===== src/rtl/dfi_phase_sequencer.sv =====
// Purpose: N-phase DFI sequencer; builds DQ/DQS output-enable windows and read-valid strobes from per-phase enables.
// Latency: write windows start at slot S+wrlat-1; read valid appears rdlat cycles after the enable; all outputs registered.
// Backpressure: none; enables are accepted every cycle and config loads are refused (cfg_err) unless the block is idle.
module dfi_phase_sequencer #(
   parameter int NPHASES   = 2,
   parameter int LAT_W     = 4,
   parameter int RDLAT_MAX = 15,
   parameter int WRLAT_MAX = 7,
   parameter int RDLAT_RST = 4,
   parameter int WRLAT_RST = 3
) (
   input  logic               sys_clk,
   input  logic               sys_rst,
   input  logic               cfg_load,
   input  logic [LAT_W-1:0]   cfg_rdlat,
   input  logic [LAT_W-1:0]   cfg_wrlat,
   input  logic [NPHASES-1:0] dfi_wrdata_en,
   input  logic [NPHASES-1:0] dfi_rddata_en,
   output logic [NPHASES-1:0] dfi_rddata_valid,
   output logic [NPHASES-1:0] oe_dq,
   output logic [NPHASES-1:0] oe_dqs,
   output logic               idle,
   output logic               cfg_err,
   output logic               proto_err
);

   // Slot pipeline covers the furthest postamble slot (phase NPHASES-1, wrlat=WRLAT_MAX, +1) plus margin.
   localparam int WDEPTH = WRLAT_MAX + 2 + NPHASES;

   // Pending write bits: during cycle c, bit j stands for global slot c*NPHASES + j.
   logic [WDEPTH-1:0]  dq_pend_q, dq_pend_d, dq_merge;
   logic [WDEPTH-1:0]  dqs_pend_q, dqs_pend_d, dqs_merge;
   // Read pipe: during cycle c, entry j holds the valids due in cycle c+1+j.
   logic [NPHASES-1:0] rd_pipe_q [RDLAT_MAX];
   logic [NPHASES-1:0] rd_pipe_d [RDLAT_MAX];
   logic [NPHASES-1:0] rd_merge  [RDLAT_MAX];
   logic [NPHASES-1:0] oe_dq_q, oe_dq_d, oe_dqs_q, oe_dqs_d, valid_q, valid_d;
   logic [LAT_W-1:0]   rdlat_q, rdlat_d, wrlat_q, wrlat_d;
   logic               cfg_err_q, cfg_err_d, proto_err_q, proto_err_d;
   logic               busy, cfg_ok;

   // Write windows: merge new enables into the slot pipeline, emit this cycle's slots, shift by one cycle.
   always_comb begin
      dq_merge  = dq_pend_q;
      dqs_merge = dqs_pend_q;
      for (int p = 0; p < NPHASES; p++) begin
         for (int j = 0; j < WDEPTH; j++) begin
            if (dfi_wrdata_en[p]) begin
               if (j == p + int'(wrlat_q))
                  dq_merge[j] = 1'b1;
               if ((j >= p + int'(wrlat_q) - 1) && (j <= p + int'(wrlat_q) + 1))
                  dqs_merge[j] = 1'b1;
            end
         end
      end
      oe_dq_d    = dq_merge[NPHASES-1:0];
      oe_dqs_d   = dqs_merge[NPHASES-1:0];
      dq_pend_d  = dq_merge >> NPHASES;
      dqs_pend_d = dqs_merge >> NPHASES;
   end

   // Read valids: insert the enable rdlat-1 entries deep, pop entry 0 into the output register.
   always_comb begin
      for (int j = 0; j < RDLAT_MAX; j++) begin
         rd_merge[j] = rd_pipe_q[j];
         if (j == int'(rdlat_q) - 1)
            rd_merge[j] = rd_pipe_q[j] | dfi_rddata_en;
      end
      valid_d = rd_merge[0];
      for (int j = 0; j < RDLAT_MAX - 1; j++)
         rd_pipe_d[j] = rd_merge[j + 1];
      rd_pipe_d[RDLAT_MAX-1] = '0;
   end

   // Occupancy, idle, config acceptance and protocol check.
   always_comb begin
      busy = (|dq_pend_q) | (|dqs_pend_q) | (|oe_dq_q) | (|oe_dqs_q) | (|valid_q);
      for (int j = 0; j < RDLAT_MAX; j++)
         busy = busy | (|rd_pipe_q[j]);
      idle   = ~busy & ~(|dfi_wrdata_en) & ~(|dfi_rddata_en);
      cfg_ok = idle
             && (cfg_rdlat != '0) && (int'(cfg_rdlat) <= RDLAT_MAX)
             && (cfg_wrlat != '0) && (int'(cfg_wrlat) <= WRLAT_MAX);
      rdlat_d = rdlat_q;
      wrlat_d = wrlat_q;
      if (cfg_load && cfg_ok) begin
         rdlat_d = cfg_rdlat;
         wrlat_d = cfg_wrlat;
      end
      cfg_err_d   = cfg_load & ~cfg_ok;
      proto_err_d = (|dfi_wrdata_en) & (|dfi_rddata_en);
   end

   // State and registered outputs; reset aborts every in-flight window and valid.
   always_ff @(posedge sys_clk) begin
      if (sys_rst) begin
         dq_pend_q   <= '0;
         dqs_pend_q  <= '0;
         rd_pipe_q   <= '{default: '0};
         oe_dq_q     <= '0;
         oe_dqs_q    <= '0;
         valid_q     <= '0;
         rdlat_q     <= LAT_W'(RDLAT_RST);
         wrlat_q     <= LAT_W'(WRLAT_RST);
         cfg_err_q   <= 1'b0;
         proto_err_q <= 1'b0;
      end else begin
         dq_pend_q   <= dq_pend_d;
         dqs_pend_q  <= dqs_pend_d;
         rd_pipe_q   <= rd_pipe_d;
         oe_dq_q     <= oe_dq_d;
         oe_dqs_q    <= oe_dqs_d;
         valid_q     <= valid_d;
         rdlat_q     <= rdlat_d;
         wrlat_q     <= wrlat_d;
         cfg_err_q   <= cfg_err_d;
         proto_err_q <= proto_err_d;
      end
   end

   assign oe_dq            = oe_dq_q;
   assign oe_dqs           = oe_dqs_q;
   assign dfi_rddata_valid = valid_q;
   assign cfg_err          = cfg_err_q;
   assign proto_err        = proto_err_q;

endmodule


===== config.mk =====
export PLATFORM = sky130hd
export DESIGN_NAME = dfi_phase_sequencer
export DESIGN_NICKNAME = d
export VERILOG_FILES = /design/src/rtl/dfi_phase_sequencer.sv
export SDC_FILE = /design/constraint.sdc
export NUM_CORES = 1
export LEC_CHECK = 0
export ABC_CLOCK_PERIOD_IN_PS = 3180
export CAP_MARGIN = 20
export CELL_PAD_IN_SITES_DETAIL_PLACEMENT = 1
export CELL_PAD_IN_SITES_GLOBAL_PLACEMENT = 1
export CORE_MARGIN = 10
export CORE_UTILIZATION = 30
export CTS_CLUSTER_SIZE = 24
export DETAILED_ROUTE_END_ITERATION = 10
export GPL_ROUTABILITY_DRIVEN = 0
export PLACE_DENSITY = 0.65
export SLEW_MARGIN = 20
export SYNTH_ARGS = -nofsm -noshare
export SYNTH_HDL_FRONTEND = slang
export SYNTH_SLANG_ARGS = --single-unit

===== constraint.sdc =====
create_clock -name sys_clk -period 3.18 [get_ports sys_clk]
set_input_delay 0.636 -clock sys_clk [delete_from_list [all_inputs] [get_ports sys_clk]]
set_output_delay 0.636 -clock sys_clk [all_outputs]
set_load 0.05 [all_outputs]

# After elaboration in Yosys (flattened, before gate mapping)

Index checks and enable logic that the tools add are counted.

Shift-type cells: 0
$add $sub $neg: 5
Muxes and demuxes: 103
Reductions and logical operators: 53
Multipliers: 0
Equality and inequality tests: 34
Bitwise logic cells: 42
$lt $le $gt $ge: 45
Divide/modulo/power cells: 0

Operators with widths:

| cell                                                              | count |
|---|---|
| less-or-equal comparator 4 x 32 -> 1 bit, first input constant    | 8 |
| less-or-equal comparator 5 x 32 -> 1 bit, first input constant    | 5 |
| == test 4 x 32 -> 1 bit, first input constant                     | 4 |
| greater-or-equal comparator 4 x 32 -> 1 bit, first input constant | 4 |
| less-or-equal comparator 3 x 32 -> 1 bit, first input constant    | 4 |
| == test 5 x 32 -> 1 bit, first input constant                     | 3 |
| greater-or-equal comparator 5 x 32 -> 1 bit, first input constant | 3 |
| zero test 32 bit                                                  | 3 |
| 2-to-1 mux 1 bit                                                  | 88 |
| == test 3 x 32 -> 1 bit, first input constant                     | 2 |
| greater-or-equal comparator 3 x 32 -> 1 bit, first input constant | 2 |
| less-or-equal comparator 1 x 32 -> 1 bit, first input constant    | 2 |
| less-or-equal comparator 2 x 32 -> 1 bit, first input constant    | 2 |
| OR reduction 2 bit                                                | 20 |
| == test 5 bit, first input constant                               | 7 |
| == test 2 x 32 -> 1 bit, first input constant                     | 1 |
| greater-or-equal comparator 1 x 32 -> 1 bit, first input constant | 1 |
| greater-or-equal comparator 2 x 32 -> 1 bit, first input constant | 1 |
| subtractor 32 x 2 -> 32 bit, second input constant                | 1 |
| 2-to-1 mux 2 bit                                                  | 15 |
| bitwise OR 2 bit                                                  | 15 |
| == test 4 bit, first input constant                               | 7 |
| logical AND 1 bit                                                 | 26 |
| OR reduction 11 bit                                               | 2 |
| other kinds (19)                                                  | 56 |

Register bits: 68
Memories kept: 0
Bits of input ports: 15
Logic and storage cells: 308
ROM bits: 0
Bits in latches: 0
Bits in writable memories: 0
Output and inout port bits: 9

# Depth between registers and ports, before layout

Gate-level depths: netlist of the first run.

Word-level depth: 28
Depth in mapped cells: 12
Depth with buffers taken out: 10

# Worst setup path before layout of the first run

No wires, ideal clock.

Path type: register to register
Start point: register wrlat_q[1]
End point: register dqs_pend_q[7]
Stages on the path, launching flop included: 12
Path slack: 639 ps
Path buffers: 3
Data arrival time: 2,417 ps
Clock period less this slack: 2,541 ps
Data required time: 3,055 ps
Library setup time: 125 ps
Path through: dfxtp_1 -> ha_1 -> buf_4 -> buf_6 -> clkbuf_1 -> nand3_1 -> ha_1 -> nor2b_1 -> nand4_1 -> or3b_4 -> o221ai_2 -> o31ai_1

Longest elaborated chain between the ends: 7
Elaborated cells on any way between the ends: 14
Classes of those cells: add/sub (4); order compare (4); mux (4); reduce/logical (2)

RTL lines:

| what                                                                | line | RTL |
|---|---|---|
| start: declaration                                                  | 38   | `logic [LAT_W-1:0] rdlat_q, rdlat_d, wrlat_q, wrlat_d;` |
| start signal: assignment                                            | 104  | `wrlat_q <= LAT_W'(WRLAT_RST);` |
| start signal: assignment                                            | 115  | `wrlat_q <= wrlat_d;` |
| branches (longest 6 deep; another with subtractor 32 x 2 -> 32 bit) | n/a  |  |
| 2-to-1 mux 1 bit (*)                                                | 48   | `if (dfi_wrdata_en[p]) begin` |
| end signal: assignment                                              | 109  | `dqs_pend_q <= dqs_pend_d;` |
| end: declaration                                                    | 32   | `logic [WDEPTH-1:0] dqs_pend_q, dqs_pend_d, dqs_merge;` |

Every way passes the cells marked *.
A chain may end at the register's enable or synchronous reset.

# Final worst setup path of the first run

Start point: input dfi_rddata_en[0]
End point: output idle

Longest elaborated chain between the ends: 3

RTL lines:

| what               | line | RTL |
|---|---|---|
| start: declaration | 18   | `input logic [NPHASES-1:0] dfi_rddata_en,` |
| OR reduction 2 bit | 80   | `idle = ~busy & ~(\|dfi_wrdata_en) & ~(\|dfi_rddata_en);` |
| NOT 1 bit          | 80   |  |
| bitwise AND 1 bit  | 80   |  |
| end: declaration   | 22   | `output logic idle,` |

No other way between the ends.

==> impl_metrics.toml, run 1 <==
[power_and_ir_drop]
total_power_mw = 1.91
power_density_nw_per_um2 = 433
p_sw_mw = 0.443
p_comb_frac = 0.058
sequentialPowerShare = 0.419
peakVddDrop_v = 0.000248
p_clk_frac = 0.523
switching_share = 0.232
p_leak_nw = 1.63
internal_power_mw = 1.47

[timing]
tightest_slew_ns = 0.694
fin_tns_setup_ns = 0
setup_viol = 0
hold_violations = 0
grt_setup_unrepaired = "no"
max_freq_mhz = 364
worst_slew_margin_rel = 0.536
worst_slack_ns = 0.436
min_period_ns = 2.74
final_max_slew_viol_count = 0
post-route-period-util = 0.863
skew_ns = 0.00799

[synth]
netlist_top_cells_count = "65 x nor2_1, 62 x dfxtp_1, 56 x a21oi_1"
yosys.area.top_type = "dfxtp_1"
syn_avg_cell_area_um2 = 7.84
synth-edff-count = 0
synth.top_cell.area_share = 0.335
netlist_area_um2 = 3710
synth_most_common_cell = "nor2_1"
yosysSeqAreaShare = 0.335
synth_area_leaders = "dfxtp_1 33%, a21oi_1 7.6%, nor2_1 6.6%"
synth_cell_types = 64
yosys_warnings = 0
ys_ff_latch = 62
netlist_instances = 473
postSynth.topFlopCell = "dfxtp_1"
synth_nets = 498
async_flop_share = 0

[worst_setup_path]
cp_max_fo = 8
setup.worst_path.start = "dfi_rddata_en[0]"
cp_data_required_time_ns = 2.54
crit_path_start_kind = "input pin"
ff2ff_path_depth = 7
cp-endpoint = "idle"
worst-setup-path-type = "in -> out"
arrival_ns = 2.11
regToRegSetupSlack_ns = 0.51
crit_path_end_kind = "primary output"
reg2reg_from = "wrlat_q[0]"
r2r-end = "dqs_pend_q[4]"

[detailed_routing]
drtIter0Drc = 298
drc_errors = 0
vias = 3720
routedWlPerCell_um = 19.4
drt_pre_antenna_iters = 5
postRouteWirelength_um = 12800
viasPerCell = 5.64
final_antenna_net_count = 0

[floorplanning]
core_um2 = 12100
start_util = 0.307
die_w_um = 131
die_h_um = 131
ioPinCount = 24
rows = 40
die_area_um2 = 17200

[layout]
stdcell_count = 660
nets = 512
multi_input_area_um2 = 2230
drive_above_1_share = 0.108
fillers = 1446
regArea_um2 = 1240
syn_to_final_growth_pct = 19.0
antenna_cells = 0

[global_route]
grt.overflow.total = 0
grt_max_degree = 41
grt_pass1_vias = 3809
track_usage = 0.146
antenna_found_initial = 0
grt_pass1_wl_um = 20900

[placed_design]
portBuffers = 23
preCtsSetupSlack_ns = 0.421
dp_cells = 644
place_hpwl_um = 9410

[cts]
cts-root-buf = "clkbuf_16"
clock_latency_ns = 0.33
numCtsBuffers = 9
cts_hold_buf = 0
cts-resized-gates = 0
htreeDepth = 3
clock_path_buffers = 2
postCtsSetupBuffers = 0
clk_pin_slew_worst_paths_ns = 0.06
cts_sinks = 62
tritoncts = "yes"

[run]
max_cap_viol_count = 0

[run_status]
status = "finished clean"

[worst_hold_path]
hp-class = "reg -> reg"
[cells in the final DEF (no fill, tap or decap), drive strengths merged, types with 11 or more instances in the layout]
cell type / synthesis / layout
a21oi: 56 / 56
a31oi: 16 / 16
buf: 18 / 21
clkdlybuf4s50: 0 / 21
dfxtp: 62 / 62
inv: 12 / 13
nand2: 20 / 20
nand3: 15 / 15
nor2: 65 / 65
nor3: 12 / 12
nor4: 17 / 17
o21ai: 29 / 29
o22ai: 11 / 11
[critical path, stage by stage]
cell,delay [ns]
clkdlybuf4s50_1,0.54
nor2_1,0.20
nand3_1,0.14
nor4_4,0.40
buf_12,0.19
[per-layer routing]
metal / vias to the layer above / wire length, um / GRT usage
li1: 1753 / - / -
met1: 1838 / 6020 / 0.190
met2: 110 / 5960 / 0.235
met3: 19 / 574 / 0.0309
met4: 0 / 247 / 0.0469
met5: - / 0 / 0
[area by class of cell]
class | count | share of cell area
Tap cell | 168 | 0.0476
Multi-Input combinational cell | 359 | 0.505
Sequential cell | 62 | 0.281
Clock inverter | 6 | 0.0156
Timing Repair Buffer | 42 | 0.0856
Clock buffer | 10 | 0.0542
Inverter | 13 | 0.0111
[power by group through the flow]
stage          logic [mW]  registers [mW]  clock network (mW)
2_1_floorplan      0.0470           0.829                   0
3_3_place_gp        0.110           0.816                   0
3_5_place_dp        0.111           0.816                   0
4_1_cts             0.111           0.800                1.02
5_1_grt             0.119           0.801                1.06
6_report            0.110           0.800               0.999
[state kept, by name, indices dropped and copies added, names as in the netlist]
register / flops
dqs_pend_q: 9
wrlat_q: 4
oe_dqs: 2
rdlat_q: 4
rd_pipe_q: 28
dfi_rddata_valid: 2
dq_pend_q: 9
cfg_err: 1
oe_dq: 2
proto_err: 1
[worst min path at each step]
stage | start | endpoint | slack [ns] | cells after the start
detailed placement | rd_pipe_q[19] | rd_pipe_q[21] | 0.46 | 2
floorplan | rd_pipe_q[28] | dfi_rddata_valid[0] | 0.44 | 2
CTS | rd_pipe_q[28] | dfi_rddata_valid[0] | 0.47 | 2
finish | rd_pipe_q[28] | dfi_rddata_valid[0] | 0.47 | 2
global placement | rd_pipe_q[27] | rd_pipe_q[29] | 0.45 | 2
global route | dq_pend_q[4] | dq_pend_q[2] | 0.50 | 2
[cells by family (layout without fill, tap and decap cells)]
logic type                 Yosys count  count (layout)  synth area share
DFF                                 62              62             0.335
and+or+nand+nor                    182             182             0.266
adders and majority gates           10              10            0.0338
AOI/OAI and AO/OA                  152             152             0.263
buffers and inverters               52              71            0.0645
xor gates and xnor gates             9               9            0.0213
muxes                                6               6            0.0162
[metrics by stage]
stage          hold WS [ns]  cell area, um^2  utilization
2_1_floorplan         0.437             3710            -
3_3_place_gp          0.452             4100        0.340
3_5_place_dp          0.460             4100        0.340
4_1_cts               0.472             4410        0.366
5_1_grt               0.496             4410        0.366
6_report              0.466             4410        0.366
Power figures use the tool's default switching activity.
==> run 2, diff against run 1 <==
- GPL_TIMING_DRIVEN: default -> 0
==> run 2 against run 1 <==
- cell count rose by 2.4%
- flip-flop and latch count did not move
- highest routed layer unchanged
- first-iteration DRC count rose by 5.4%
- final area rose by 0.62%
- count of clock-buffer cells in the layout rose by 1
- critical path depth rose by 6
- worst setup slack got worse by 0.32 ns
- clock power fell by 6.8%
- register-to-register slack got worse by 0.39 ns
- global-route usage rose by 0.82 points
==> impl_metrics.toml, run 2 (same netlist as run 1, synthesis figures left out) <==
[run_status]
status = "finished clean"

[layout]
layout_commonest_cell = "nor2_1"
nets = 531
regMostFlops = "rd_pipe_q"
most-common-layout-cells = "65 x nor2_1, 61 x dfxtp_1, 56 x a21oi_1"
stdcell_count = 676
top_regs = "rd_pipe_q x28, dq_pend_q x9, dqs_pend_q x9"
antenna_cells = 0
syn_to_final_growth_pct = 19.8
drive_above_1_share = 0.100
fillers = 1470
largest_reg_flops = 28

[placed_design]
portBuffers = 23
dp_cells = 664
place_hpwl_um = 10300

[timing]
fin_tns_setup_ns = 0
min_period_ns = 3.06
grt_setup_unrepaired = "no"
final_max_slew_viol_count = 0
worst_hold_slack_ns = 0.468
max_freq_mhz = 327
setup_viol = 0
skew_ns = 0.00390
tightest_slew_ns = 0.799
post-route-period-util = 0.962
hold_violations = 0
worst_slew_margin_rel = 0.465

[global_route]
grt_pass1_vias = 3772
track_usage = 0.155
grt.overflow.total = 0
grt_max_degree = 20
grt_pass1_wl_um = 21600
antenna_found_initial = 0

[worst_hold_path]
whs_endpoint = "rd_pipe_q[7]"
hold_depth = 2
hp-class = "reg -> reg"
hold_path.startpoint = "rd_pipe_q[5]"

[power_and_ir_drop]
p_leak_nw = 1.64
peakVddDrop_v = 0.000269
power_density_nw_per_um2 = 416

[worst_setup_path]
reg2reg_from = "wrlat_q[2]"
path_cells = "buf_4 -> buf_2 -> clkbuf_2 -> clkbuf_4 -> nand3_1 -> ha_1 -> nand2b_1 -> a2111oi_4 -> or3b_4 -> nand2_2 -> o22ai_1"
r2r-end = "oe_dqs[1]"
crit_path_end_kind = "flip-flop"
arrival_ns = 3.29
crit_path_top_delay_cell = "dfxtp_1"
regToRegSetupSlack_ns = 0.12
cp_data_required_time_ns = 3.41
cp_max_fo = 10
max_stage_delay_ns = 0.42
crit_path_start_kind = "flip-flop"
worst-setup-path-type = "reg -> reg"
ff2ff_path_depth = 11

[detailed_routing]
viasPerCell = 5.54
drt_pre_antenna_iters = 5
final_antenna_net_count = 0
postRouteWirelength_um = 13500
routedWlPerCell_um = 19.9
vias = 3747
drc_errors = 0
drtIter0Drc = 314

[floorplanning]
start_util = 0.307
die_area_um2 = 17200
rows = 40
ioPinCount = 24
core_um2 = 12100
die_w_um = 131
die_h_um = 131

[cts]
cts-root-buf = "clkbuf_16"
numCtsBuffers = 9
postCtsSetupBuffers = 0
htreeDepth = 3
cts_hold_buf = 0
tritoncts = "yes"
clock_latency_ns = 0.32
clock_path_buffers = 2
clk_pin_slew_worst_paths_ns = 0.05
cts_sinks = 62

[run]
max_cap_viol_count = 0
[run 2: cell types whose count changed in the layout (fill, tap and decap cells not counted), sizes merged]
| cell | previous run | this run |
|---|---|---|
| clkdlybuf4s50 | 21 | 22 |
| buf | 21 | 17 |
| clkinvlp | 1 | 0 |
| clkdlybuf4s15 | 0 | 1 |
| inv | 13 | 12 |
| clkbuf | 10 | 32 |
| clkinv | 4 | 2 |
[run 2: where the power goes]
part / total, mW / leakage (nW) / internal, mW / switching, mW
Sequential: 0.801 / 0.503 / 0.792 / 0.00926
Combinational: 0.114 / 0.997 / 0.0442 / 0.0697
Clock: 0.931 / 0.137 / 0.612 / 0.319
Total: 1.85 / 1.64 / 1.45 / 0.398
[run 2: area by class of cell]
class	count	area, um^2	area share
Multi-Input combinational cell	359	2240	0.504
Sequential cell	62	1240	0.280
Clock buffer	11	243	0.0547
Timing Repair Buffer	23	231	0.0521
Tap cell	168	210	0.0474
Buffer	38	191	0.0431
Inverter	13	48.8	0.0110
Clock inverter	2	35.0	0.00789
[run 2: metal layers]
layer,up-vias,part of all wire,track usage
li1,1788,-,-
met1,1826,0.48,0.205
met2,121,0.46,0.248
met3,12,0.045,0.0244
met4,0,0.015,0.0519
met5,-,0,0
[run 2: what timing repair did]
item / 4_1_cts / 5_1_grt
pin swaps: 0 / 0
resized for setup: 4 / 6
endpoints found under the setup margin: 4 / 7
[run 2: how the worst max path moves through the flow]
| stage | from | endpoint | slack [ns] |
|---|---|---|---|
| 2_1_floorplan | wrlat_q[1] | dqs_pend_q[7] | 0.64 |
| 3_3_place_gp | dfi_rddata_en[1] | idle | -0.31 |
| 3_5_place_dp | dfi_rddata_en[1] | idle | -0.35 |
| 4_1_cts | wrlat_q[1] | dqs_pend_q[4] | 0.03 |
| 5_1_grt | wrlat_q[0] | dqs_pend_q[4] | 0.03 |
| 6_report | wrlat_q[2] | oe_dqs[1] | 0.12 |
[run 2: stage by stage]
step / util / cell area, um^2 / setup WS [ns] / total power [mW]
after floorplan: - / 3710 / 0.639 / 0.876
after global placement: 0.344 / 4150 / -0.313 / 0.931
after detailed placement: 0.344 / 4150 / -0.351 / 0.931
after CTS: 0.367 / 4420 / 0.0336 / 1.87
after global routing: 0.368 / 4440 / 0.0291 / 1.92
final: 0.368 / 4440 / 0.120 / 1.85
[run 2: critical path, delay by kind of cell, from the launching register on]
kind,cells,cell delay [ns]
adders and majority gates,1,0.24
DFF,1,0.42
and+or+nand+nor,4,0.66
buffers and inverters,4,1.03
AOI/OAI and AO/OA,2,0.61
